## src/rtl/downsizer_pkg.sv

```systemverilog
// Shared types and elaboration-time helpers for the wide-to-narrow width converter.
package downsizer_pkg;

    typedef enum logic {
        IDLE = 1'b0,
        SEND = 1'b1
    } state_t;

    function automatic int calc_ratio(input int inp_bytes, input int out_bytes);
        return inp_bytes / out_bytes;
    endfunction

    function automatic int calc_cnt_width(input int ratio);
        return (ratio > 1) ? $clog2(ratio) : 1;
    endfunction

    function automatic bit is_pow2_ge2(input int ratio);
        return (ratio >= 2) && ((ratio & (ratio - 1)) == 0);
    endfunction

    // Bit offset of narrow beat k inside the wide word; beat 0 is the LS slice.
    function automatic int slice_lsb(input int k, input int out_bytes);
        return k * out_bytes * 8;
    endfunction

endpackage

```

## src/rtl/downsizer.sv

```systemverilog
// Holds one wide word and replays it as 1..RATIO narrow beats, LS slice first,
// accepting the next word on the same edge the last beat leaves.
module downsizer
    import downsizer_pkg::*;
#(
    parameter int INP_DATA_WIDTH = 128,
    parameter int DATA_OUT_WIDTH = 32,
    parameter int RATIO          = calc_ratio(INP_DATA_WIDTH, DATA_OUT_WIDTH),
    parameter int CNT_WIDTH      = calc_cnt_width(RATIO)
) (
    input  logic                        clk,
    input  logic                        rstn,
    input  logic [INP_DATA_WIDTH*8-1:0] inp_data,
    input  logic                        inp_valid,
    input  logic [CNT_WIDTH:0]          inp_nbeats,
    output logic                        inp_ready,
    output logic [DATA_OUT_WIDTH*8-1:0] data_out,
    output logic                        out_valid,
    input  logic                        out_ready,
    output logic                        out_last,
    output logic                        nbeats_err
);

    localparam int INP_BITS = INP_DATA_WIDTH * 8;
    localparam int OUT_BITS = DATA_OUT_WIDTH * 8;
    localparam logic [CNT_WIDTH:0] RATIO_N = (CNT_WIDTH + 1)'(RATIO);
    localparam logic [CNT_WIDTH:0] ONE_N   = (CNT_WIDTH + 1)'(1);

    generate
        if (!is_pow2_ge2(RATIO)) begin : g_bad_ratio
            $error("downsizer: RATIO must be a power of two and at least 2");
        end
    endgenerate

    state_t                 state;
    logic [INP_BITS-1:0]    hold;
    logic [CNT_WIDTH-1:0]   beat_cnt;
    logic [CNT_WIDTH:0]     nbeats_q;
    logic [OUT_BITS-1:0]    data_q;
    logic                   last_q;
    logic                   err_q;

    logic                   beat_xfer;
    logic                   accept;
    logic                   nbeats_bad;
    logic [CNT_WIDTH:0]     nbeats_clamped;
    logic [CNT_WIDTH:0]     cnt_nxt;

    assign out_valid  = (state == SEND);
    assign beat_xfer  = out_valid && out_ready;
    // Ready in SEND only while the final beat is leaving, giving zero-bubble handover.
    assign inp_ready  = rstn && ((state == IDLE) || (beat_xfer && last_q));
    assign accept     = inp_valid && inp_ready;

    assign nbeats_bad     = (inp_nbeats == '0) || (inp_nbeats > RATIO_N);
    assign nbeats_clamped = nbeats_bad ? RATIO_N : inp_nbeats;
    assign cnt_nxt        = {1'b0, beat_cnt} + ONE_N;

    always_ff @(posedge clk or negedge rstn) begin
        if (!rstn) begin
            state    <= IDLE;
            hold     <= '0;
            beat_cnt <= '0;
            nbeats_q <= '0;
            data_q   <= '0;
            last_q   <= 1'b0;
            err_q    <= 1'b0;
        end else begin
            err_q <= accept && nbeats_bad;
            if (accept) begin
                state    <= SEND;
                hold     <= inp_data;
                beat_cnt <= '0;
                nbeats_q <= nbeats_clamped;
                data_q   <= inp_data[OUT_BITS-1:0];
                last_q   <= (nbeats_clamped == ONE_N);
            end else if (beat_xfer) begin
                if (last_q) begin
                    state  <= IDLE;
                    data_q <= '0;
                    last_q <= 1'b0;
                end else begin
                    beat_cnt <= cnt_nxt[CNT_WIDTH-1:0];
                    data_q   <= hold[slice_lsb(int'(cnt_nxt), DATA_OUT_WIDTH) +: OUT_BITS];
                    last_q   <= (cnt_nxt == nbeats_q - ONE_N);
                end
            end
        end
    end

    assign data_out   = data_q;
    assign out_last   = last_q;
    assign nbeats_err = err_q;

endmodule

```

## config.mk

```make
export PLATFORM = sky130hd
export DESIGN_NAME = downsizer
export DESIGN_NICKNAME = d
export VERILOG_FILES = /design/src/rtl/downsizer_pkg.sv /design/src/rtl/downsizer.sv
export SDC_FILE = /design/constraint.sdc
export NUM_CORES = 2
export LEC_CHECK = 0
export ABC_AREA = 0
export BUFFER_PORTS_ARGS = -buffer_cell sky130_fd_sc_hd__buf_2
export CAP_MARGIN = 5
export CORE_AREA = 2 2 499 501
export DETAILED_ROUTE_END_ITERATION = 6
export DIE_AREA = 0 0 501 503
export RECOVER_POWER = 25
export REMOVE_ABC_BUFFERS = 1
export SYNTH_ARGS = -nofsm -noshare
export SYNTH_HDL_FRONTEND = slang
export SYNTH_SLANG_ARGS = --single-unit
```

## constraint.sdc

```tcl
create_clock -name clk -period 3.75 [get_ports clk]
set_input_delay 0.75 -clock clk [delete_from_list [all_inputs] [get_ports clk]]
set_output_delay 0.75 -clock clk [all_outputs]
set_load 0.02 [all_outputs]
```

# Word level (Yosys, flattened, before mapping)
# Cells that the tools add are included.
# totals
register_bits,1288
inputBits,1031
output_inout_bits,260
elab_cells,40
# classes
addsub,2
n_lt_le_gt_ge,1
n_eq_ne,3
shift,1
mux,13
n_bitwise,1
reduce_logical,12
# ops
op,count
$shiftx A1024 B12 Y256,1
$mux W256,3
$mux W1,6
$mux W2,3
$logic_and A1 B1 Y1,5
$reduce_and A2 Y1,2
$reduce_bool A2 Y1,2
$add A2 B1 Y3 const B,1
$eq A3 B1 Y1 const B,1
$eq A3 B3 Y1,1
$gt A3 B3 Y1 const B,1
$logic_not A3 Y1,1
$mux W3,1
$sub A3 B1 Y3 const B,1
$logic_or A1 B1 Y1,2
$ne A2 B1 Y1 const B,1
$not A1 Y1,1

# Depth between registers and ports, before layout
# logic_depth
word_depth,7
ltp_mapped,7
ltp_nobuf,5

# Worst setup path before layout
# No wires, ideal clock.
# synth_path
path_kind,input-to-reg
startpoint,input inp_nbeats[1]
endpoint,"register last_q, in the netlist out_last"
arrival_time_ps,2134
t_required_ps,3646
slack_ps,1513
cell_stages,5
n_path_buf,0
cell_sequence,or2_2 > ha_1 > nand3b_1 > or4b_2 > o311ai_1
# synth_between
elab_chain_cells,5
# synth_lines
element,line,source
start: declaration,downsizer.sv:15,"input logic [CNT_WIDTH:0] inp_nbeats,"
$gt A3 B3 Y1 / $logic_not A3 Y1 (equally long branches),downsizer.sv:55,assign nbeats_bad = (inp_nbeats == '0) || (inp_nbeats > RATIO_N);
$logic_or A1 B1 Y1,downsizer.sv:55,
$mux W3 (*),downsizer.sv:56,assign nbeats_clamped = nbeats_bad ? RATIO_N : inp_nbeats;
$eq A3 B1 Y1 (*),downsizer.sv:76,last_q <= (nbeats_clamped == ONE_N);
$mux W1 (*),downsizer.sv:70,if (accept) begin
end signal: assignment,downsizer.sv:76,
end signal: assignment,downsizer.sv:85,last_q <= (cnt_nxt == nbeats_q - ONE_N);
end: declaration,downsizer.sv:40,logic last_q;
# Every way passes the cells marked *; elsewhere a longest branch is shown, timed or not.
# A chain may end at the register's enable or synchronous reset.

# Worst setup path in the final report
# layout_path
startpoint,input rstn
endpoint,register hold[819]
# layout_between
elab_chain_cells,2
# layout_lines
element,line,source
start: declaration,downsizer.sv:12,"input logic rstn,"
$logic_and A1 B1 Y1,downsizer.sv:52,assign inp_ready = rstn && ((state == IDLE) || (beat_xfer && last_q));
$logic_and A1 B1 Y1,downsizer.sv:53,assign accept = inp_valid && inp_ready;
end signal: assignment,downsizer.sv:72,hold <= inp_data;
end: declaration,downsizer.sv:36,logic [INP_BITS-1:0] hold;
# Every way passes these cells.

==> metrics.md <==
| Metric | Value |
|---|---|
| Async SR Flop Fraction | `100%` |
| Seq cells post-synth | `around 1,000` |
| Mapped Area | `about 0.045 mm2` |
| Most frequent cells in the layout | `buf_2, dfrtp_1, mux2_2` |
| RR Startpoint | `beat_cnt[1]$_DFFE_PN0P_` |
| Synth top area cells | `dfrtp_1, mux2_2, mux2i_1` |
| CP max stage delay | `between 0.5 and 0.6 ns` |
| Critical path arrival | `~3.6 ns` |
| I/O Buffers | `1,290` |
| Total grt overflow | `0` |
| Tightest Pin Transition | `2.04 ns` |
| Top-area cell type share of the netlist area | `56.8%` |
| Syn avg cell area | `14.4 um2` |
| Layout Nets | `about 5,400` |
| Number of synthesized flops with an enable pin | `0` |
| Largest net degree at the start of global routing | `186` |
| Fillers | `26,100` |
| Clock Sinks | `1,032` |
| First-pass GRT wire length | `roughly 270,000 um` |
| Drt first pass iters | `5` |
| CP required | `4.34 ns` |
| Post-CTS setup buffers | `0` |
| Routability cong. | `0.882` |
| Setup crit end kind | `flip-flop` |
| Placed inst area | `0.0555 mm2` |
| Die Ht | `~500 um` |
| Cell taking the most area after synthesis | `dfrtp_1` |
| Final Cycle Share | `80.8%` |
| Initial DRC count | `2,786` |
| Post-route cell area | `0.0598 mm2` |
| CTS tree | `built` |
| Hold path endpoint | `hold[1003]$_DFFE_PN0P_` |
| GRT Util Overall | `15.0%` |
| Fin Setup TNS | `0 ns` |
| GRT met2 Usage | `23.1%` |
| Hold path cells | `2` |
| Hold crit path type | `in -> reg` |
| Final Max Slew Viols | `approximately 190` |
| Layout area overhead | `31.6%` |
| Setup violators final | `0` |
| Pwr Density | `831 mW/mm2` |
| Most common cell after layout, fill and taps aside | `buf_2` |
| Peak VDD IR | `between 500 and 600 uV` |
| Unique cell type count in the Yosys netlist | `32` |
| Hold WS | `0.195 ns` |
| Clock Latency Late Sink | `0.77 ns` |
| Clock buffer depth | `3` |
| Clock power frac | `24.1%` |
| Layout cells sized above 1 | `52.8%` |
| Setup CP Type | `in -> reg` |
| Setup Skew | `0.0678 ns` |
| Post-cts sizing count | `0` |
| Synth warnings | `0` |
| Max-cap violations | `2` |
| M1 GR Usage | `17.4%` |
| Sw Pwr | `between 0.015 and 0.02 W` |
| Final cell count without fillers | `7,841` |
| M3 GR Usage | `6.40%` |
| Number of global-route vias before repair | `34,900` |
| Failing checks | `max-capacitance violations, max-slew violations` |
| Worst Path Max Fanout | `25` |
| R2R cell count | `5` |
| Width of the die | `approximately 500 um` |
| Post-DP HPWL | `152,000 um` |
| RSZ-0062 raised after global routing | `false` |
| Top_reg_cell synth | `dfrtp_1` |
| DRC Markers | `0` |
| Die area | `0.252 mm2` |
| Outcome | `finished, violations left` |
| Rel. slew slack | `-35.9%` |
| Power share of the sequential group | `39.6%` |
| Post-synthesis sequential area ratio | `56.8%` |
| Via count | `34,300` |
| Wire per inst | `25.3 um` |
| CTS Root Cell | `clkbuf_16` |
| Vias/cell | `4.37` |
| Hold wc startpoint | `inp_data[1003]` |
| Switching share of total power | `35.4%` |
| Core Rows | `183` |
| Worst path cell trace | `dlygate4sd3_1 > clkbuf_1 > and2_0 > and2_4 > buf_12 > buf_4 > mux2_2` |
| Placed cells | `roughly 7,500` |
| Mapped Cells | `3,149` |
| Starting Density | `18.4%` |
| Int Pwr | `0.0321 W` |
| F_max | `330 MHz` |
| H-tree Lvls | `3` |
| Final worst path period need | `3.03 ns` |
| Crit path launch type | `input pin` |
| CTS Buf Count | `116` |
| Layout Utilization | `24.2%` |
| Initial antenna violation count | `178` |
| Worst setup path startpoint | `rstn` |
| Placeable Area | `0.247 mm2` |
| Total Wirelength | `about 200,000 um` |
| ANT nets after route | `0` |
| Clock slew at reported path FFs | `0.07 ns` |
| R2R setup slack | `1.10 ns` |
| I/O Pins | `around 1,300` |
| Slowest cell on the critical path | `dlygate4sd3_1` |
| Reg2reg end | `data_out[227]$_DFFE_PN0P_` |
| Final hold viol count | `0` |
| Comb pwr share | `36.3%` |
| LEAKAGE | `between 20 and 30 nW` |
| GR peak layer | `met2` |
==> worst max-delay path by stage <==
stage	endpoint	slack [ns]	cells after the start
floorplan	data_out[0]$_DFFE_PN0P_	-25.31	3
global placement	hold[653]$_DFFE_PN0P_	0.91	6
detailed placement	hold[502]$_DFFE_PN0P_	0.88	6
CTS	data_out[227]$_DFFE_PN0P_	0.93	5
global route	beat_cnt[0]$_DFFE_PN0P_	0.56	3
finish	hold[819]$_DFFE_PN0P_	0.72	7
==> critical path: cells and delay by family <==
family	cells	cell delay, ns
buf+inv	4	1.56
simple gates	2	0.77
mux	1	0.38
==> routing by layer <==
metal  routed length [um]  vias to the layer above
li1                     -                    14700
met1                75100                    17300
met2                89300                     1727
met3                22400                      456
met4                10800                      104
met5                  662                        -
==> per-stage QoR <==
stage	setup slack (ns)	total power, W
floorplan	-25.31	0.0318
global placement	0.910	0.0374
detailed placement	0.876	0.0380
CTS	0.930	0.0503
global route	0.561	0.0524
finish	0.719	0.0497
==> power by group through the flow <==
stage / clock network (W) / logic [W] / registers [W]
finish: 0.0120 / 0.0180 / 0.0197
floorplan: 0 / 0.0114 / 0.0204
global placement: 0 / 0.0178 / 0.0197
CTS: 0.0123 / 0.0182 / 0.0197
global route: 0.0127 / 0.0194 / 0.0203
detailed placement: 0 / 0.0181 / 0.0199
==> Yosys cell counts (all sizes together), types with 3 or more instances <==
cell type / count
ha: 3
mux2: 768
mux2i: 258
nand2: 4
and3: 257
clkbuf: 141
inv: 4
a221o: 256
dfrtp: 1032
buf: 145
and2: 4
o2bb2ai: 255
==> cells by family after synthesis <==
group | synth area share (%)
compound gates | 10.6
xor+xnor | 0.110
fa+ha+maj | 0.0826
buf+inv | 3.86
flops | 56.8
mux | 24.7
simple gates | 3.81
==> state kept, by name, summed over array words and instances (netlist names) <==
register and flops:
out_valid 1, nbeats_err 1, hold 768, beat_cnt 2, out_last 1, nbeats_q 3
data_out 256
==> cell type report <==
cell class                      instances  area (um2)  area share, %
Clock inverter                         39         502          0.838
Multi-Input combinational cell       1827       17900           29.9
Tap cell                             3237        4050           6.77
Sequential cell                      1032       25800           43.2
Antenna cell                          129         323          0.539
Inverter                                4        15.0         0.0251
Clock buffer                          177        3520           5.89
Timing Repair Buffer                 1396        7690           12.9
==> timing repair <==
action                     in CTS  in global routing
hold endpoints to repair        2                  0
setup endpoints to repair       0                  0
hold buffers                    1                  0
Note: power is estimated with default switching activity, not from simulation.
